## src/rtl/xosera_bus_pkg.sv

```systemverilog
// Shared types and constants for the Xosera register-bus master.
// The byte helper picks the byte a write drives for a given phase.
package xosera_bus_pkg;

    localparam int REG_W  = 4;
    localparam int DATA_W = 16;

    localparam logic BYTESEL_HI = 1'b0;
    localparam logic BYTESEL_LO = 1'b1;

    typedef enum logic [2:0] {
        ST_IDLE,
        ST_SETUP,
        ST_STROBE,
        ST_HOLD,
        ST_RESP
    } state_t;

    // Reads drive zero onto the data bus.
    function automatic logic [7:0] bus_byte(input logic wr, input logic lo,
                                            input logic [DATA_W-1:0] d);
        logic [7:0] b;
        b = 8'h00;
        if (wr) begin
            b = lo ? d[7:0] : d[15:8];
        end
        return b;
    endfunction

endpackage

```

## src/rtl/xosera_bus_master_rr_arbiter.sv

```systemverilog
// Round-robin arbiter: one-hot grant of the first requester at or after the pointer.
// The pointer moves past the granted index only when advance_i is asserted.
module rr_arbiter #(
    parameter int N = 2
) (
    input  logic                 clk,
    input  logic                 rst_n,
    input  logic [N-1:0]         req_i,
    input  logic                 advance_i,
    output logic [N-1:0]         grant_o,
    output logic [$clog2(N)-1:0] grant_idx_o
);

    localparam int IDX_W = $clog2(N);

    logic [IDX_W-1:0] ptr_q, ptr_d;
    logic [N-1:0]     grant;
    logic [IDX_W-1:0] gidx;
    logic             found;
    int               idx;

    always_comb begin
        grant = '0;
        gidx  = '0;
        found = 1'b0;
        idx   = 0;
        for (int k = 0; k < N; k++) begin
            idx = int'(ptr_q) + k;
            if (idx >= N) begin
                idx = idx - N;
            end
            if (!found && req_i[idx]) begin
                grant[idx] = 1'b1;
                gidx       = IDX_W'(idx);
                found      = 1'b1;
            end
        end
    end

    always_comb begin
        ptr_d = ptr_q;
        if (advance_i && found) begin
            ptr_d = (int'(gidx) == N - 1) ? '0 : gidx + IDX_W'(1);
        end
    end

    always_ff @(posedge clk or negedge rst_n) begin
        if (!rst_n) begin
            ptr_q <= '0;
        end else begin
            ptr_q <= ptr_d;
        end
    end

    assign grant_o     = grant;
    assign grant_idx_o = gidx;

endmodule

```

## src/rtl/xosera_bus_master.sv

```systemverilog
// Arbitrates requesters onto the Xosera byte-wide register bus and sequences
// each access as SETUP/STROBE/HOLD byte phases, returning a one-cycle response.
module xosera_bus_master
    import xosera_bus_pkg::*;
#(
    parameter int NUM_REQ    = 2,
    parameter int SETUP_CYC  = 1,
    parameter int STROBE_CYC = 3,
    parameter int HOLD_CYC   = 1,
    parameter int CNT_W      = 4
) (
    input  logic                       clk,
    input  logic                       reset_n,
    input  logic [NUM_REQ-1:0]         req_valid_i,
    output logic [NUM_REQ-1:0]         req_ready_o,
    input  logic [NUM_REQ-1:0]         req_wr_i,
    input  logic [NUM_REQ-1:0]         req_byte_i,
    input  logic [NUM_REQ*4-1:0]       req_reg_i,
    input  logic [NUM_REQ*16-1:0]      req_data_i,
    output logic                       rsp_valid_o,
    output logic [$clog2(NUM_REQ)-1:0] rsp_id_o,
    output logic [15:0]                rsp_data_o,
    output logic                       busy_o,
    output logic                       bus_cs_n_o,
    output logic                       bus_rd_nwr_o,
    output logic [3:0]                 bus_reg_num_o,
    output logic                       bus_bytesel_o,
    output logic [7:0]                 bus_data_o,
    input  logic [7:0]                 bus_data_i
);

    localparam int ID_W = $clog2(NUM_REQ);
    localparam logic [CNT_W-1:0] SETUP_LAST  = CNT_W'((SETUP_CYC > 0) ? SETUP_CYC - 1 : 0);
    localparam logic [CNT_W-1:0] STROBE_LAST = CNT_W'(STROBE_CYC - 1);
    localparam logic [CNT_W-1:0] HOLD_LAST   = CNT_W'((HOLD_CYC > 0) ? HOLD_CYC - 1 : 0);
    // With no setup phase each byte starts directly in STROBE with cs_n low.
    localparam state_t FIRST_ST   = (SETUP_CYC > 0) ? ST_SETUP : ST_STROBE;
    localparam logic   FIRST_CS_N = (SETUP_CYC > 0);

    state_t               state_q, state_d;
    logic [CNT_W-1:0]     cnt_q, cnt_d;
    logic                 lo_q, lo_d;
    logic                 busy_q, busy_d;
    logic                 cs_n_q, cs_n_d;
    logic                 rd_nwr_q, rd_nwr_d;
    logic [REG_W-1:0]     reg_num_q, reg_num_d;
    logic                 bytesel_q, bytesel_d;
    logic [7:0]           bus_data_q, bus_data_d;
    logic [NUM_REQ-1:0]   ready_q, ready_d;
    logic                 rsp_valid_q, rsp_valid_d;
    logic [ID_W-1:0]      rsp_id_q, rsp_id_d;
    logic [DATA_W-1:0]    rsp_data_q, rsp_data_d;
    logic [7:0]           lo_byte_q, lo_byte_d;
    logic [ID_W-1:0]      id_q, id_d;
    logic [DATA_W-1:0]    rdata_q, rdata_d;

    logic [NUM_REQ-1:0]   grant;
    logic [ID_W-1:0]      grant_idx;
    logic                 advance;
    logic                 wr_cur;
    logic                 byte_done;
    logic [DATA_W-1:0]    sel_data;

    assign advance  = (state_q == ST_IDLE) && (|req_valid_i);
    assign wr_cur   = ~rd_nwr_q;
    assign sel_data = req_data_i[int'(grant_idx)*DATA_W +: DATA_W];

    rr_arbiter #(.N(NUM_REQ)) u_arb (
        .clk         (clk),
        .rst_n       (reset_n),
        .req_i       (req_valid_i),
        .advance_i   (advance),
        .grant_o     (grant),
        .grant_idx_o (grant_idx)
    );

    always_comb begin
        state_d     = state_q;
        cnt_d       = cnt_q;
        lo_d        = lo_q;
        busy_d      = busy_q;
        cs_n_d      = cs_n_q;
        rd_nwr_d    = rd_nwr_q;
        reg_num_d   = reg_num_q;
        bytesel_d   = bytesel_q;
        bus_data_d  = bus_data_q;
        ready_d     = '0;
        rsp_valid_d = 1'b0;
        rsp_id_d    = rsp_id_q;
        rsp_data_d  = rsp_data_q;
        lo_byte_d   = lo_byte_q;
        id_d        = id_q;
        rdata_d     = rdata_q;
        byte_done   = 1'b0;

        case (state_q)
            ST_IDLE: begin
                busy_d = 1'b0;
                if (|req_valid_i) begin
                    ready_d    = grant;
                    id_d       = grant_idx;
                    lo_d       = req_byte_i[grant_idx];
                    rd_nwr_d   = ~req_wr_i[grant_idx];
                    reg_num_d  = req_reg_i[int'(grant_idx)*REG_W +: REG_W];
                    bytesel_d  = req_byte_i[grant_idx] ? BYTESEL_LO : BYTESEL_HI;
                    bus_data_d = bus_byte(req_wr_i[grant_idx], req_byte_i[grant_idx], sel_data);
                    lo_byte_d  = sel_data[7:0];
                    rdata_d    = '0;
                    busy_d     = 1'b1;
                    cnt_d      = '0;
                    state_d    = FIRST_ST;
                    cs_n_d     = FIRST_CS_N;
                end
            end
            ST_SETUP: begin
                if (cnt_q == SETUP_LAST) begin
                    state_d = ST_STROBE;
                    cs_n_d  = 1'b0;
                    cnt_d   = '0;
                end else begin
                    cnt_d = cnt_q + CNT_W'(1);
                end
            end
            ST_STROBE: begin
                if (cnt_q == STROBE_LAST) begin
                    // Read data is captured at the end of the final strobe cycle.
                    if (!wr_cur) begin
                        if (lo_q) begin
                            rdata_d[7:0] = bus_data_i;
                        end else begin
                            rdata_d[15:8] = bus_data_i;
                        end
                    end
                    cnt_d = '0;
                    if (HOLD_CYC > 0) begin
                        state_d = ST_HOLD;
                        cs_n_d  = 1'b1;
                    end else begin
                        byte_done = 1'b1;
                    end
                end else begin
                    cnt_d = cnt_q + CNT_W'(1);
                end
            end
            ST_HOLD: begin
                if (cnt_q == HOLD_LAST) begin
                    byte_done = 1'b1;
                end else begin
                    cnt_d = cnt_q + CNT_W'(1);
                end
            end
            ST_RESP: begin
                state_d = ST_IDLE;
                busy_d  = 1'b0;
            end
            default: begin
                state_d = ST_IDLE;
            end
        endcase

        if (byte_done) begin
            cnt_d = '0;
            if (!lo_q) begin
                lo_d       = 1'b1;
                bytesel_d  = BYTESEL_LO;
                bus_data_d = wr_cur ? lo_byte_q : 8'h00;
                state_d    = FIRST_ST;
                cs_n_d     = FIRST_CS_N;
            end else begin
                state_d     = ST_RESP;
                cs_n_d      = 1'b1;
                rsp_valid_d = 1'b1;
                rsp_id_d    = id_q;
                rsp_data_d  = wr_cur ? '0 : rdata_d;
            end
        end
    end

    always_ff @(posedge clk or negedge reset_n) begin
        if (!reset_n) begin
            state_q     <= ST_IDLE;
            cnt_q       <= '0;
            lo_q        <= 1'b0;
            busy_q      <= 1'b0;
            cs_n_q      <= 1'b1;
            rd_nwr_q    <= 1'b1;
            reg_num_q   <= '0;
            bytesel_q   <= 1'b0;
            bus_data_q  <= '0;
            ready_q     <= '0;
            rsp_valid_q <= 1'b0;
            rsp_id_q    <= '0;
            rsp_data_q  <= '0;
        end else begin
            state_q     <= state_d;
            cnt_q       <= cnt_d;
            lo_q        <= lo_d;
            busy_q      <= busy_d;
            cs_n_q      <= cs_n_d;
            rd_nwr_q    <= rd_nwr_d;
            reg_num_q   <= reg_num_d;
            bytesel_q   <= bytesel_d;
            bus_data_q  <= bus_data_d;
            ready_q     <= ready_d;
            rsp_valid_q <= rsp_valid_d;
            rsp_id_q    <= rsp_id_d;
            rsp_data_q  <= rsp_data_d;
        end
    end

    // Latched request payload and read assembly; only meaningful while busy.
    always_ff @(posedge clk) begin
        lo_byte_q <= lo_byte_d;
        id_q      <= id_d;
        rdata_q   <= rdata_d;
    end

    assign req_ready_o   = ready_q;
    assign rsp_valid_o   = rsp_valid_q;
    assign rsp_id_o      = rsp_id_q;
    assign rsp_data_o    = rsp_data_q;
    assign busy_o        = busy_q;
    assign bus_cs_n_o    = cs_n_q;
    assign bus_rd_nwr_o  = rd_nwr_q;
    assign bus_reg_num_o = reg_num_q;
    assign bus_bytesel_o = bytesel_q;
    assign bus_data_o    = bus_data_q;

endmodule
```

## config.mk

```make
export PLATFORM = sky130hd
export DESIGN_NAME = xosera_bus_master
export DESIGN_NICKNAME = d
export VERILOG_FILES = /design/src/rtl/xosera_bus_pkg.sv /design/src/rtl/xosera_bus_master_rr_arbiter.sv /design/src/rtl/xosera_bus_master.sv
export SDC_FILE = /design/constraint.sdc
export NUM_CORES = 1
export LEC_CHECK = 0
export ABC_AREA = 1
export CAP_MARGIN = 20
export CORE_UTILIZATION = 54
export DETAILED_ROUTE_END_ITERATION = 8
export PLACE_DENSITY = 0.86
export SYNTH_ARGS = -nofsm -noshare
export SYNTH_HDL_FRONTEND = slang
export SYNTH_SLANG_ARGS = --single-unit
```

## constraint.sdc

```tcl
create_clock -name clk -period 2.5 [get_ports clk]
set_input_delay 0.75 -clock clk [delete_from_list [all_inputs] [get_ports clk]]
set_output_delay 0.75 -clock clk [all_outputs]
set_load 0.005 [all_outputs]
```

==> metrics.md <==
| Metric | Value |
|---|---|
| Crit Path Max Fanout | 7 |
| Fillcell total | 490 |
| Slew headroom | 61.0% |
| Hold-fix buffers, CTS | 0 |
| Synth Cell Area | 3730 sq um |
| Worst min-delay path category | primary input to asynchronous set/reset pin |
| Clock skew | 0.00873 ns |
| Post-CTS sizing | 0 |
| Critical path's largest stage delay | 0.70 ns |
| Worst Setup Start Kind | flop |
| Simple-gate portion of the synthesized area | 34.2% |
| Fin nets | 653 |
| R2r setup slk | 0.50 ns |
| Drt first pass iters | 4 |
| Die area | 7250 sq um |
| Hold Slack | 0.390 ns |
| Main combinational cell family by area after synthesis | simple AND/OR/NAND/NOR gates |
| Root buf cell | clkbuf_8 |
| Clock Latency Late Sink | 0.35 ns |
| Worst Tran Pin Value | 0.584 ns |
| Internal power | 3.24 mW |
| Pwr Density | 1070 nW/um^2 |
| Routed Antenna Nets | 0 |
| Setup bufs post-CTS | 0 |
| Row count | 29 |
| Critical path class | flop to output port |
| Via count | 3558 |
| Gpl congestion | 0.854 |
| Number of DRC markers in iteration 0 | 173 |
| RSZ-0062 raised after global routing | no |
| Layout cells sized above 1 | 9.52% |
| Buf/Inv on CP | 1 |
| Antenna violations before repair | 0 |
| First-pass GRT wire length | 15500 um |
| Part of the power in registers | 34.2% |
| DIE HEIGHT | 85.2 um |
| Number of global-route vias before repair | 3456 |
| Post-synthesis mux area share | 0% |
| R2R cell count | 7 |
| Setup crit end kind | output port |
| Net Sw Frac | 39.3% |
| WP data arrival | 1.64 ns |
| Synth Net Count | 554 |
| Number of distinct library cells after synthesis | 36 |
| Core box area | 6490 sq um |
| Largest net degree at the start of global routing | 27 |
| Xor and xnor fraction of the mapped netlist area | 0.469% |
| Pins Over Slew Limit | 0 |
| Max-cap violation count | 0 |
| Clock power frac | 19.8% |
| Fin util | 76.9% |
| Gr usage total | 27.2% |
| Synth Area in Compound Gates | 9.11% |
| Area added between synthesis and finish | 33.8% |
| Peak supply drop | 588 uV |
| Worst EP required | 1.75 ns |
| Syn avg cell area | 7.55 sq um |
| # port buffers | 91 |
| Cts bufs inserted | 9 |
| Fmax | 0.418 GHz |
| Flops & latches, synth | 70 |
| Net Switching | 2.10 mW |
| CTS tree | built |
| I/O pin count | 92 |
| Max stage delay cell, worst path | dfstp_2 |
| WL final | 9250 um |
| Sequential share of the synthesized area | 46.0% |
| CP Cell Sequence | clkdlybuf4s50_1 |
| Synthesized netlist cell count | 495 |
| CP top delay family | flip-flops |
| Minimum clock period | 2.39 ns |
| Vias per cell | 5.26 |
| R2r startpoint | cnt_q[0] |
| Final period utilization | 95.8% |
| Final setup viols | 0 |
| # DRC | 0 |
| Setup TNS | 0 ns |
| Synth warnings | 0 |
| Clock-pin slew on the worst setup and hold paths | 0.08 ns |
| Post-synthesis adder-cell area fraction | 1.01% |
| Max Root-Sink Buffers | 2 |
| Diodes inserted | 0 |
| WL/cell | 13.7 um |
| Power Total | 5.33 mW |
| Die Width | 85.2 um |
| Status | complete, no violations |
| Hold Vio Cnt, Final | 0 |
| H-tree depth | 3 |
| Clock Sinks | 70 |
| Hpwl dp | 6790 um |
| Grt ovf | 0 |
| Initial core utilization | 57.5% |
| Gate power share | 46.0% |
| Leakage | 2.51 nW |
| R2r endpoint | rdata_q[2] |
state kept, by name, summed over array words and instances, names as in the netlist:
register       flops
cnt_q              4
id_q               1
busy_o             1
state_q            3
req_ready_o        2
rsp_data_o        16
bus_reg_num_o      4
u_arb.ptr_q        1
bus_data_o         8
rsp_id_o           1
bus_cs_n_o         1
lo_q               1
bus_rd_nwr_o       1
rsp_valid_o        1
bus_bytesel_o      1
rdata_q           16
lo_byte_q          8
cell usage after synthesis:
library cell,n,share of area [%]
nand2_1,189,19
inv_1,63,6.3
dfrtp_1,43,29
nand3_1,32,4.3
nor2_1,25,2.5
o21ai_0,21,2.8
dfxtp_1,16,8.6
o22ai_1,16,2.7
nand3b_1,15,3.0
edfxtp_1,9,7.2
buf_2,8,1.1
o21ai_1,8,1.1
nand2_2,6,1.0
a21oi_1,4,0.54
clkbuf_1,3,0.30
ha_1,3,1.0
inv_2,3,0.30
nor2_2,3,0.50
nor3_1,3,0.40
a21oi_4,2,0.87
buf_4,2,0.40
buf_6,2,0.60
dfstp_2,2,1.4
nand3_2,2,0.54
nand3_4,2,0.94
nand4_4,2,1.1
o21ai_2,2,0.47
a21oi_2,1,0.23
a41oi_1,1,0.23
clkbuf_2,1,0.13
nand4_1,1,0.17
nor2_4,1,0.30
nor3_4,1,0.44
o211ai_1,1,0.20
xnor2_1,1,0.23
xor2_1,1,0.23
power groups by stage:
| stage | Combinational, mW | Sequential, mW | Clock [mW] |
|---|---|---|---|
| global placement | 2.35 | 1.82 | 0 |
| detailed placement | 2.44 | 1.83 | 0 |
| floorplan | 1.39 | 1.80 | 0 |
| finish | 2.45 | 1.82 | 1.06 |
| global route | 2.73 | 1.85 | 1.11 |
| CTS | 2.45 | 1.82 | 1.06 |
stage by stage:
| step | std cells | setup WS [ns] | area, sq um |
|---|---|---|---|
| finish | 676 | 0.106 | 5000 |
| global route | 676 | 0.0723 | 5000 |
| CTS | 676 | 0.0984 | 5000 |
| detailed placement | 660 | 0.0515 | 4770 |
| global placement | 660 | 0.178 | 4770 |
| floorplan | 495 | 0.775 | 3730 |
logic make-up (layout without fill, tap and decap cells):
| group | after synthesis | after routing |
|---|---|---|
| AOI/OAI and AO/OA | 56 | 56 |
| xor gates and xnor gates | 2 | 2 |
| DFF | 70 | 70 |
| and+or+nand+nor | 282 | 282 |
| adders and majority gates | 3 | 3 |
| buffers and inverters | 82 | 186 |
layout make-up:
| type | instances | area, sq um | share of cell area [%] |
|---|---|---|---|
| inverter | 66 | 248 | 4.96 |
| multi-input combinational | 343 | 1670 | 33.5 |
| tap | 77 | 96.3 | 1.93 |
| clock inverter | 6 | 92.6 | 1.85 |
| sequential | 70 | 1720 | 34.4 |
| clock buffer | 10 | 138 | 2.75 |
| timing repair buffer | 104 | 1030 | 20.6 |
how the worst max path moves through the flow:
stage               cells after the start       endpoint      startpoint  slack, ns
CTS                                     1   bus_rd_nwr_o    bus_rd_nwr_o        0.1
floorplan                              10  rsp_data_o[6]        cnt_q[0]       0.77
finish                                  1   bus_rd_nwr_o    bus_rd_nwr_o       0.11
detailed placement                      8  bus_data_o[2]  req_valid_i[1]       0.05
global route                            1   bus_rd_nwr_o    bus_rd_nwr_o       0.07
global placement                        8  bus_data_o[3]  req_valid_i[1]       0.18
layer usage:
layer	GRT usage, %	vias up	wire [um]
li1	-	1769	-
met1	32.2	1653	3910
met2	48.8	120	4640
met3	6.42	16	565
met4	8.32	0	143
met5	0	-	0
placed cells by master (no fill, tap or decap), types with 2 or more instances in the layout:
cell | Yosys | layout
nand4_4 | 2 | 2
clkinv_4 | 0 | 2
buf_4 | 2 | 11
buf_12 | 0 | 2
bufinv_16 | 0 | 2
nand3_4 | 2 | 2
nor3_1 | 3 | 3
nand3_1 | 32 | 32
nand3_2 | 2 | 2
a21oi_4 | 2 | 2
nor2_2 | 3 | 3
inv_1 | 63 | 63
o21ai_2 | 2 | 2
o22ai_1 | 16 | 16
ha_1 | 3 | 3
edfxtp_1 | 9 | 9
dfrtp_1 | 43 | 43
a21oi_1 | 4 | 4
inv_2 | 3 | 3
nor2_1 | 25 | 25
o21ai_1 | 8 | 8
clkbuf_8 | 0 | 10
nand2_1 | 189 | 189
nand2_2 | 6 | 6
o21ai_0 | 21 | 21
clkdlybuf4s50_1 | 0 | 90
dfxtp_1 | 16 | 16
nand3b_1 | 15 | 15
dfstp_2 | 2 | 2
Power figures use the tool's default switching activity.
